===== src/rtl/ula_pkg.sv =====
// ula_pkg: shared ULA types and constants (state encoding, default widths, op bit codes).
// Rev 1.0
`default_nettype none

package ula_pkg;

   localparam int ULA_DATA_W = 16;
   localparam int ULA_ACC_W  = 24;

   localparam logic OP_SOMA = 1'b0;
   localparam logic OP_MULT = 1'b1;

   typedef enum logic [1:0] {
      IDLE = 2'b00,
      ACC  = 2'b01,
      HOLD = 2'b10
   } acc_state_t;

endpackage

`default_nettype wire


===== src/rtl/ula_acc_add.sv =====
// ula_acc_add: ACC_W accumulator adder with carry-out; ULA_ACC_SAT_EN clamps instead of wrapping.
// Rev 1.0
`default_nettype none

module ula_acc_add
   import ula_pkg::*;
#(
   parameter int ACC_W = ULA_ACC_W
) (
   input  logic [ACC_W-1:0] acc,
   input  logic [ACC_W-1:0] addend,
   output logic [ACC_W-1:0] sum,
   output logic             carry
);

   logic [ACC_W:0] raw;

   assign raw   = {1'b0, acc} + {1'b0, addend};
   assign carry = raw[ACC_W];

`ifdef ULA_ACC_SAT_EN
   assign sum = carry ? {ACC_W{1'b1}} : raw[ACC_W-1:0];
`else
   assign sum = raw[ACC_W-1:0];
`endif

endmodule

`default_nettype wire


===== src/rtl/ula_acc.sv =====
// ula_acc: accumulates N ULA results per batch, counts mult ops, hands off via valid/ready.
// Rev 1.0 -- optional macro ULA_ACC_SAT_EN selects a saturating sum.
`default_nettype none

module ula_acc
   import ula_pkg::*;
#(
   parameter int DATA_W = ULA_DATA_W,
   parameter int ACC_W  = ULA_ACC_W,
   parameter int N      = 4,
   parameter int CNT_W  = $clog2(N + 1)
) (
   input  logic              clk,
   input  logic              rst_n,
   input  logic              in_valid,
   output logic              in_ready,
   input  logic [DATA_W-1:0] in_data,
   input  logic              in_op,
   input  logic              clr,
   output logic              out_valid,
   input  logic              out_ready,
   output logic [ACC_W-1:0]  out_sum,
   output logic [CNT_W-1:0]  out_nmult,
   output logic              out_ovf
);

   acc_state_t       state, state_nx;
   logic [ACC_W-1:0] acc;
   logic [CNT_W-1:0] cnt;
   logic [CNT_W-1:0] nmult;
   logic             ovf;

   logic             take;
   logic             last;
   logic             drain;
   logic [ACC_W-1:0] sum_nx;
   logic             carry;

   // HOLD is the only state with bit 1 set, so both handshake outputs are a flop bit.
   assign out_valid = state[1];
   assign in_ready  = ~state[1];

   assign take  = in_valid && in_ready;
   assign last  = (cnt == CNT_W'(N - 1));
   assign drain = (state == HOLD) && out_ready;

   ula_acc_add #(
      .ACC_W (ACC_W)
   ) u_add (
      .acc    (acc),
      .addend (ACC_W'(in_data)),
      .sum    (sum_nx),
      .carry  (carry)
   );

   always_ff @(posedge clk) begin
      if (!rst_n) begin
         state <= IDLE;
      end else begin
         state <= state_nx;
      end
   end

   always_comb begin
      state_nx = state;
      case (state)
         IDLE, ACC: begin
            if (take) begin
               state_nx = last ? HOLD : ACC;
            end
         end
         HOLD: begin
            if (out_ready) begin
               state_nx = IDLE;
            end
         end
         default: state_nx = IDLE;
      endcase
      if (clr) begin
         state_nx = IDLE;
      end
   end

   // Every path into IDLE clears the batch registers, so an IDLE accept is acc = 0 + in_data.
   always_ff @(posedge clk) begin
      if (!rst_n || clr || drain) begin
         acc   <= '0;
         cnt   <= '0;
         nmult <= '0;
         ovf   <= 1'b0;
      end else if (take) begin
         acc   <= sum_nx;
         cnt   <= cnt + CNT_W'(1);
         nmult <= nmult + CNT_W'(in_op == OP_MULT);
         ovf   <= ovf | carry;
      end
   end

   assign out_sum   = acc;
   assign out_nmult = nmult;
   assign out_ovf   = ovf;

endmodule

`default_nettype wire


===== config.mk =====
export PLATFORM = sky130hd
export DESIGN_NAME = ula_acc
export DESIGN_NICKNAME = d
export VERILOG_FILES = /design/src/rtl/ula_pkg.sv /design/src/rtl/ula_acc_add.sv /design/src/rtl/ula_acc.sv
export SDC_FILE = /design/constraint.sdc
export NUM_CORES = 1
export LEC_CHECK = 0
export CORE_MARGIN = 5
export CORE_UTILIZATION = 40
export CTS_BUF_LIST = sky130_fd_sc_hd__clkbuf_4 sky130_fd_sc_hd__clkbuf_8
export CTS_CLUSTER_SIZE = 40
export DETAILED_ROUTE_END_ITERATION = 8
export PLACE_DENSITY_LB_ADDON = 0.1
export SLEW_MARGIN = 0
export SYNTH_ARGS = -nofsm -noshare
export SYNTH_HDL_FRONTEND = slang
export SYNTH_SLANG_ARGS = --single-unit

===== constraint.sdc =====
create_clock -name clk -period 3.55 [get_ports clk]
set_clock_uncertainty 0.1 [all_clocks]
set_input_delay 0.8875 -clock clk [delete_from_list [all_inputs] [get_ports clk]]
set_output_delay 0.8875 -clock clk [all_outputs]
set_load 0.02 [all_outputs]

==> flow_summary.yaml, run 1 <==
final_layout:
  fill_cells: 528
  layout.area.seq_um2: 661
  multi_input_comb_area_um2: 1460
  post_route_cells_drive_above_1_share_pct: 9.23
  post-route-util_pct: 53.2
  area_growth_pct: 30.5
  num-nets-final: 367
  antenna_cells: 0
logic_synthesis:
  synth.avg_cell_area_um2: 8.13
  seq_area_frac_synth_pct: 29.8
  synth_enable_flop_cells: 0
  post_syn_instances: 273
  synthArstFlopShare_pct: 0
  ys_top_cells_by_area: "sky130_fd_sc_hd__dfxtp_1 30%, sky130_fd_sc_hd__ha_1 11%, sky130_fd_sc_hd__nand2_1 8.1%"
  postSynthRegisterBits: 33
  netlist_top_cells_count: "48 x sky130_fd_sc_hd__nand2_1, 33 x sky130_fd_sc_hd__dfxtp_1, 26 x sky130_fd_sc_hd__a21oi_1"
  synthMostInstantiatedCell: "sky130_fd_sc_hd__nand2_1"
  ys.flop_type: "sky130_fd_sc_hd__dfxtp_1"
  synth_largest_type_area_fraction_pct: 29.8
  number_of_unique_standard_cell_types_used_by_synthesis: 50
  synth_nets: 316
  yosysWarnings: 0
  synthesis.area_um2: 2220
  synth_largest_area_cell: "sky130_fd_sc_hd__dfxtp_1"
clocking:
  post_cts_buffers: 0
  ctsResizeCount: 0
  ctsLongestPathBuffers: 2
  latest_clock_arrival_within_the_worst_skew_pair_ns: 0.29
  cts_buffers: 5
  cts.root.buffer_cell: "sky130_fd_sc_hd__clkbuf_8"
  cts-htree-levels: 2
  tritoncts_clock_tree: "done"
  clk_transition_reported_paths_ns: 0.07
  numClockSinks: 33
  cts.hold.buffers_added: 0
worst_hold_path:
  min_path_cells: 2
  min_path_type: "flop to flop"
  hp-start: "cnt[1]"
critical_path:
  path_max_fanout: 3
  end_kind: "flop"
  worst-endpoint-required_ns: 3.63
  critical_path.startpoint_type: "input port"
  worst_ep_arrival_time_ns: 3.22
  cp_startpoint: "in_data[0]"
  worstReg2RegStart: "out_sum[0]"
  r2r_cells: 8
  worstSetupPathType: "input port to flop"
routing:
  num_vias: 2133
  wl_per_cell_um: 13.9
  drt_wl_total_um: 5530
  drc: 0
  drtPass1Iterations: 4
  dr.first_iter.drc_count: 91
  vias_per_cell: 5.37
  met2RoutedLength_um: 2530
  dr_wl_met3_um: 254
  ant_nets: 0
  highest-signal-layer: "met4"
  routedLengthMet1_um: 2670
grt:
  grt_antenna_before_repair: 0
  first_global_vias: 2070
  grt.total_usage_pct: 16.5
  grt_start_max_net_pins: 26
  grt_pass1_wl_um: 9640
  grt_overflow: 0
die:
  floorplan.die_area_um2: 7140
  io_pins: 52
  effective_utilization_at_floorplan_pct: 40.8
  die_y_um: 84.5
  rows: 27
  core_area_um2: 5440
  die_w_um: 84.5
sta:
  report.final.hold_viol_count: 0
  finalSetupTns_ns: 0
  setup-violations-final: 0
  rsz0062_at_grt: "no"
  clock.fmax_mhz: 319
  timing.hold.ws_ns: 0.363
  slew_headroom_pct: 52.4
  worst_slew_pin_slew_ns: 0.713
  finalCriticalPeriod_ns: 3.14
  final_min_period_over_clock_period_pct: 88.4
  maxSlewViolCount: 0
pwr:
  static-leakage-power_nw: 1.12
  post-layout-total-power_mw: 0.906
  peakVddDrop_uv: 165
  cellPowerDensity_nw_per_um2: 313
place:
  place.detailed.hpwl_um: 4200
  port_buffers: 51
  globalplace.congestion: 0.822
job:
  max_cap_violations: 0
outcome:
  status: "finished clean"
[cell type report]
cell class / count / area share (%)
Clock inverter: 1 / 0.173
Inverter: 8 / 1.04
Tap cell: 72 / 3.11
Timing Repair Buffer: 56 / 18.9
Clock buffer: 7 / 3.33
Sequential cell: 33 / 22.8
Multi-Input combinational cell: 220 / 50.6
[final timing paths]
path                                     to  slack [ns]
worst max register to register  out_sum[18]        1.11
worst min register to register       cnt[1]        0.36
worst min-delay path                 cnt[1]        0.36
worst max-delay path            out_sum[18]        0.41
[state kept, by name, indices dropped and copies added (netlist names)]
signal	flops
cnt	3
out_ovf	1
state	2
out_nmult	3
out_sum	24
[cells in the final DEF (no fill, tap or decap), types with 5 or more instances in the layout]
master                            synthesis  layout
sky130_fd_sc_hd__nor2_1                  14      14
sky130_fd_sc_hd__nand4_1                  5       5
sky130_fd_sc_hd__clkbuf_8                 1       7
sky130_fd_sc_hd__dfxtp_1                 33      33
sky130_fd_sc_hd__nand2_1                 48      48
sky130_fd_sc_hd__nor3_1                   7       7
sky130_fd_sc_hd__nand3_1                 11      11
sky130_fd_sc_hd__a21oi_1                 26      26
sky130_fd_sc_hd__clkdlybuf4s50_1          0      51
sky130_fd_sc_hd__ha_1                    20      20
sky130_fd_sc_hd__inv_1                    8       8
sky130_fd_sc_hd__buf_4                    2       5
sky130_fd_sc_hd__xnor2_1                 11      11
sky130_fd_sc_hd__o21ai_0                 13      13
sky130_fd_sc_hd__a211oi_1                 6       6
[through the flow]
step | std cells | worst slack (ns) | area, µm²
CTS | 397 | 0.392 | 2890
global route | 397 | 0.272 | 2890
floorplan | 273 | 0.664 | 2220
global placement | 389 | 0.162 | 2790
finish | 397 | 0.413 | 2890
detailed placement | 389 | 0.0898 | 2790
[report_power, final]
| group | internal (mW) | switching, mW |
|---|---|---|
| Clock | 0.175 | 0.143 |
| Combinational | 0.0885 | 0.110 |
| Sequential | 0.381 | 0.00836 |
| Total | 0.645 | 0.261 |
[routing by layer]
metal	vias to the layer above	global-route usage (%)
met2	49	27.7
met3	6	3.53
met1	985	21.3
met5	-	0
met4	0	4.75
li1	1093	-
[worst max-delay path, stage by stage]
cell and delay [ns]:
sky130_fd_sc_hd__clkdlybuf4s50_1 0.40, sky130_fd_sc_hd__ha_1 0.24, sky130_fd_sc_hd__fa_1 0.41, sky130_fd_sc_hd__a21oi_1 0.24
sky130_fd_sc_hd__o22ai_2 0.15, sky130_fd_sc_hd__o31ai_2 0.30, sky130_fd_sc_hd__o21ai_2 0.12, sky130_fd_sc_hd__a211o_1 0.30
sky130_fd_sc_hd__and3_1 0.17
[kinds of logic after synthesis]
logic type	share of synthesized area, %
AOI/OAI and AO/OA	25.6
xor gates and xnor gates	5.92
adders and majority gates	12.2
buffers and inverters	4.23
DFF	29.8
muxes	0.902
and+or+nand+nor	21.4
Power figures use the tool's default switching activity.
==> run 2, diff against run 1 <==
--- a/config.mk
+++ b/config.mk
@@ -10,6 +10,7 @@
 export CTS_BUF_LIST = sky130_fd_sc_hd__clkbuf_4 sky130_fd_sc_hd__clkbuf_8
 export CTS_CLUSTER_SIZE = 40
 export DETAILED_ROUTE_END_ITERATION = 8
+export GPL_TIMING_DRIVEN = 1
 export PLACE_DENSITY_LB_ADDON = 0.1
 export SLEW_MARGIN = 0
 export SYNTH_ARGS = -nofsm -noshare
==> results of run 2 <==
The final DEF is identical to that of run 1; final timing and power are the same.
==> run 3, diff against run 2 <==
--- a/config.mk
+++ b/config.mk
@@ -11,8 +11,8 @@
 export CTS_CLUSTER_SIZE = 40
 export DETAILED_ROUTE_END_ITERATION = 8
 export GPL_TIMING_DRIVEN = 1
+export MAX_ROUTING_LAYER = met4
 export PLACE_DENSITY_LB_ADDON = 0.1
-export SLEW_MARGIN = 0
 export SYNTH_ARGS = -nofsm -noshare
 export SYNTH_HDL_FRONTEND = slang
 export SYNTH_SLANG_ARGS = --single-unit
==> constraint.sdc (replaced) <==
create_clock -name clk -period 3.4 [get_ports clk]
set_clock_uncertainty 0.1 [all_clocks]
set_input_delay 0.85 -clock clk [delete_from_list [all_inputs] [get_ports clk]]
set_output_delay 0.85 -clock clk [all_outputs]
set_load 0.02 [all_outputs]
==> run 3 against run 2 <==
  * Final cell count rose by 0.25%
  * Power rose by 12%
  * Final area up 0.91%
  * Hold slack worse by 0.0022 ns
  * Routed wire length fell by 0.52%
  * Sequential share of layout area fell by 0.21 points
  * Utilization up 0.48 points
  * Sequential cell count did not move
  * Via count fell by 1.6%
  * Critical path type unchanged
  * Largest cell class unchanged
  * Largest power group unchanged
  * Highest routed layer unchanged
==> flow_summary.yaml, run 3 (synthesized netlist as in run 1, its figures left out) <==
outcome:
  status: "finished clean"
critical_path:
  cp_startpoint: "in_data[0]"
  worstReg2RegStart: "out_sum[0]"
  critical_path_buf_inv_count: 1
  endpoint: "out_sum[18]"
  timing.critical_path.cells: "clkdlybuf4s50_1, ha_1, fa_1, a21oi_1, o22ai_2, o31ai_2, o21ai_2, a211o_1, and3_1"
  worst_ep_arrival_time_ns: 3.15
  critical_path.startpoint_type: "input port"
  cpMaxStageDelayCell: "sky130_fd_sc_hd__fa_1"
  r2r_cells: 8
  timing.critical_path.max_delay_family: "compound AO/OA/AOI/OAI gates"
  worst-endpoint-required_ns: 3.48
  worst-r2r-setup-slack_ns: 0.99
  cp_max_stage_delay_ns: 0.42
  worstSetupPathType: "input port to flop"
  path_max_fanout: 3
  critical_path_depth: 9
  worst_r2r_endpoint: "out_sum[18]"
  end_kind: "flop"
final_layout:
  post-route-util_pct: 53.7
  fill_cells: 525
  multi_input_comb_area_um2: 1460
  area_growth_pct: 31.6
  postLayoutCellArea_um2: 2920
  instances_no_fill: 398
  layout.area.seq_um2: 661
  layout_commonest_cell: "sky130_fd_sc_hd__clkdlybuf4s50_1"
  num-nets-final: 368
  largest_reg_flops: 24
  post_route_cells_drive_above_1_share_pct: 9.51
  mostFrequentLayoutCells: "51 x sky130_fd_sc_hd__clkdlybuf4s50_1, 48 x sky130_fd_sc_hd__nand2_1, 33 x sky130_fd_sc_hd__dfxtp_1, 26 x sky130_fd_sc_hd__a21oi_1, 20 x sky130_fd_sc_hd__ha_1"
  antenna_cells: 0
pwr:
  cellPowerDensity_nw_per_um2: 346
  static-leakage-power_nw: 1.13
  p_int_mw: 0.738
  switching_share_pct: 27.0
  p_seq_share_pct: 40.2
  total_switching_power_mw: 0.273
  combPwrFrac_pct: 20.5
  peakVddDrop_uv: 217
  power.clock.fraction_pct: 39.3
sta:
  report.final.hold_viol_count: 0
  slew_headroom_pct: 58.2
  worst_slew_pin_slew_ns: 0.627
  setup-violations-final: 0
  rsz0062_at_grt: "no"
  clock.fmax_mhz: 326
  finalCriticalPeriod_ns: 3.07
  finalSetupTns_ns: 0
  final_min_period_over_clock_period_pct: 90.3
  maxSlewViolCount: 0
grt:
  grt_start_max_net_pins: 26
  grt_overflow: 0
  first_global_vias: 2080
  grt_antenna_before_repair: 0
  grt.total_usage_pct: 17.0
  grt_pass1_wl_um: 9780
routing:
  ant_nets: 0
  dr.first_iter.drc_count: 74
  num_vias: 2098
  drc: 0
  wl_per_cell_um: 13.8
  drtPass1Iterations: 4
  drt_wl_total_um: 5500
  vias_per_cell: 5.27
place:
  port_buffers: 51
  dp_cells: 390
  post_placement_cell_area_um2: 2800
  place.detailed.hpwl_um: 4140
  globalplace.congestion: 0.838
die:
  die_w_um: 84.5
  effective_utilization_at_floorplan_pct: 40.8
  die_y_um: 84.5
  io_pins: 52
  rows: 27
  core_area_um2: 5440
  floorplan.die_area_um2: 7140
clocking:
  cts.root.buffer_cell: "sky130_fd_sc_hd__clkbuf_8"
  numClockSinks: 33
  post_cts_buffers: 0
  cts_buffers: 5
  ctsLongestPathBuffers: 2
  cts.hold.buffers_added: 0
  ctsResizeCount: 0
  tritoncts_clock_tree: "done"
  clk_transition_reported_paths_ns: 0.07
  cts-htree-levels: 2
  latest_clock_arrival_within_the_worst_skew_pair_ns: 0.28
job:
  max_cap_violations: 0
worst_hold_path:
  min_path_type: "flop to flop"
[run 3: area by class of cell]
class,count,area share (%)
Tap cell,72,3.08
Clock inverter,1,1.03
Timing Repair Buffer,57,19.0
Sequential cell,33,22.6
Inverter,8,1.03
Clock buffer,7,3.08
Multi-Input combinational cell,220,50.1
[run 3: how the worst min path moves through the flow]
stage | from | endpoint | slack [ns] | cells after the start
after floorplan | cnt[1] | cnt[1] | 0.34 | 2
after global placement | cnt[1] | cnt[1] | 0.35 | 2
after detailed placement | cnt[1] | cnt[1] | 0.36 | 2
after CTS | cnt[1] | cnt[1] | 0.37 | 2
after global routing | cnt[1] | cnt[1] | 0.39 | 2
final | cnt[1] | cnt[1] | 0.36 | 2
[run 3: routing by layer]
layer,GRT usage [%],vias to the layer above,routed length [µm]
met3,3.83,8,295
met1,21.6,950,2560
met5,-,-,0
met4,5.04,0,84
met2,27.1,50,2560
li1,-,1090,-
[run 3: power groups by stage]
stage	clock network, mW	registers, mW	logic [mW]
after floorplan	0	0.425	0.125
after global placement	0	0.415	0.208
after detailed placement	0	0.415	0.207
after CTS	0.410	0.406	0.209
after global routing	0.424	0.408	0.233
final	0.397	0.406	0.207
[run 3: worst min-delay path, delay by kind of cell, from the launching register on]
family,cells,cell delay [ns]
AOI/OAI and AO/OA,1,0.05
and+or+nand+nor,1,0.05
DFF,1,0.31
[run 3: metrics by stage]
step,hold WS (ns),power [mW],worst slack [ns]
floorplan,0.340,0.550,0.552
global placement,0.348,0.623,0.0554
detailed placement,0.357,0.623,0.0230
CTS,0.367,1.03,0.315
global route,0.392,1.06,0.216
finish,0.361,1.01,0.330
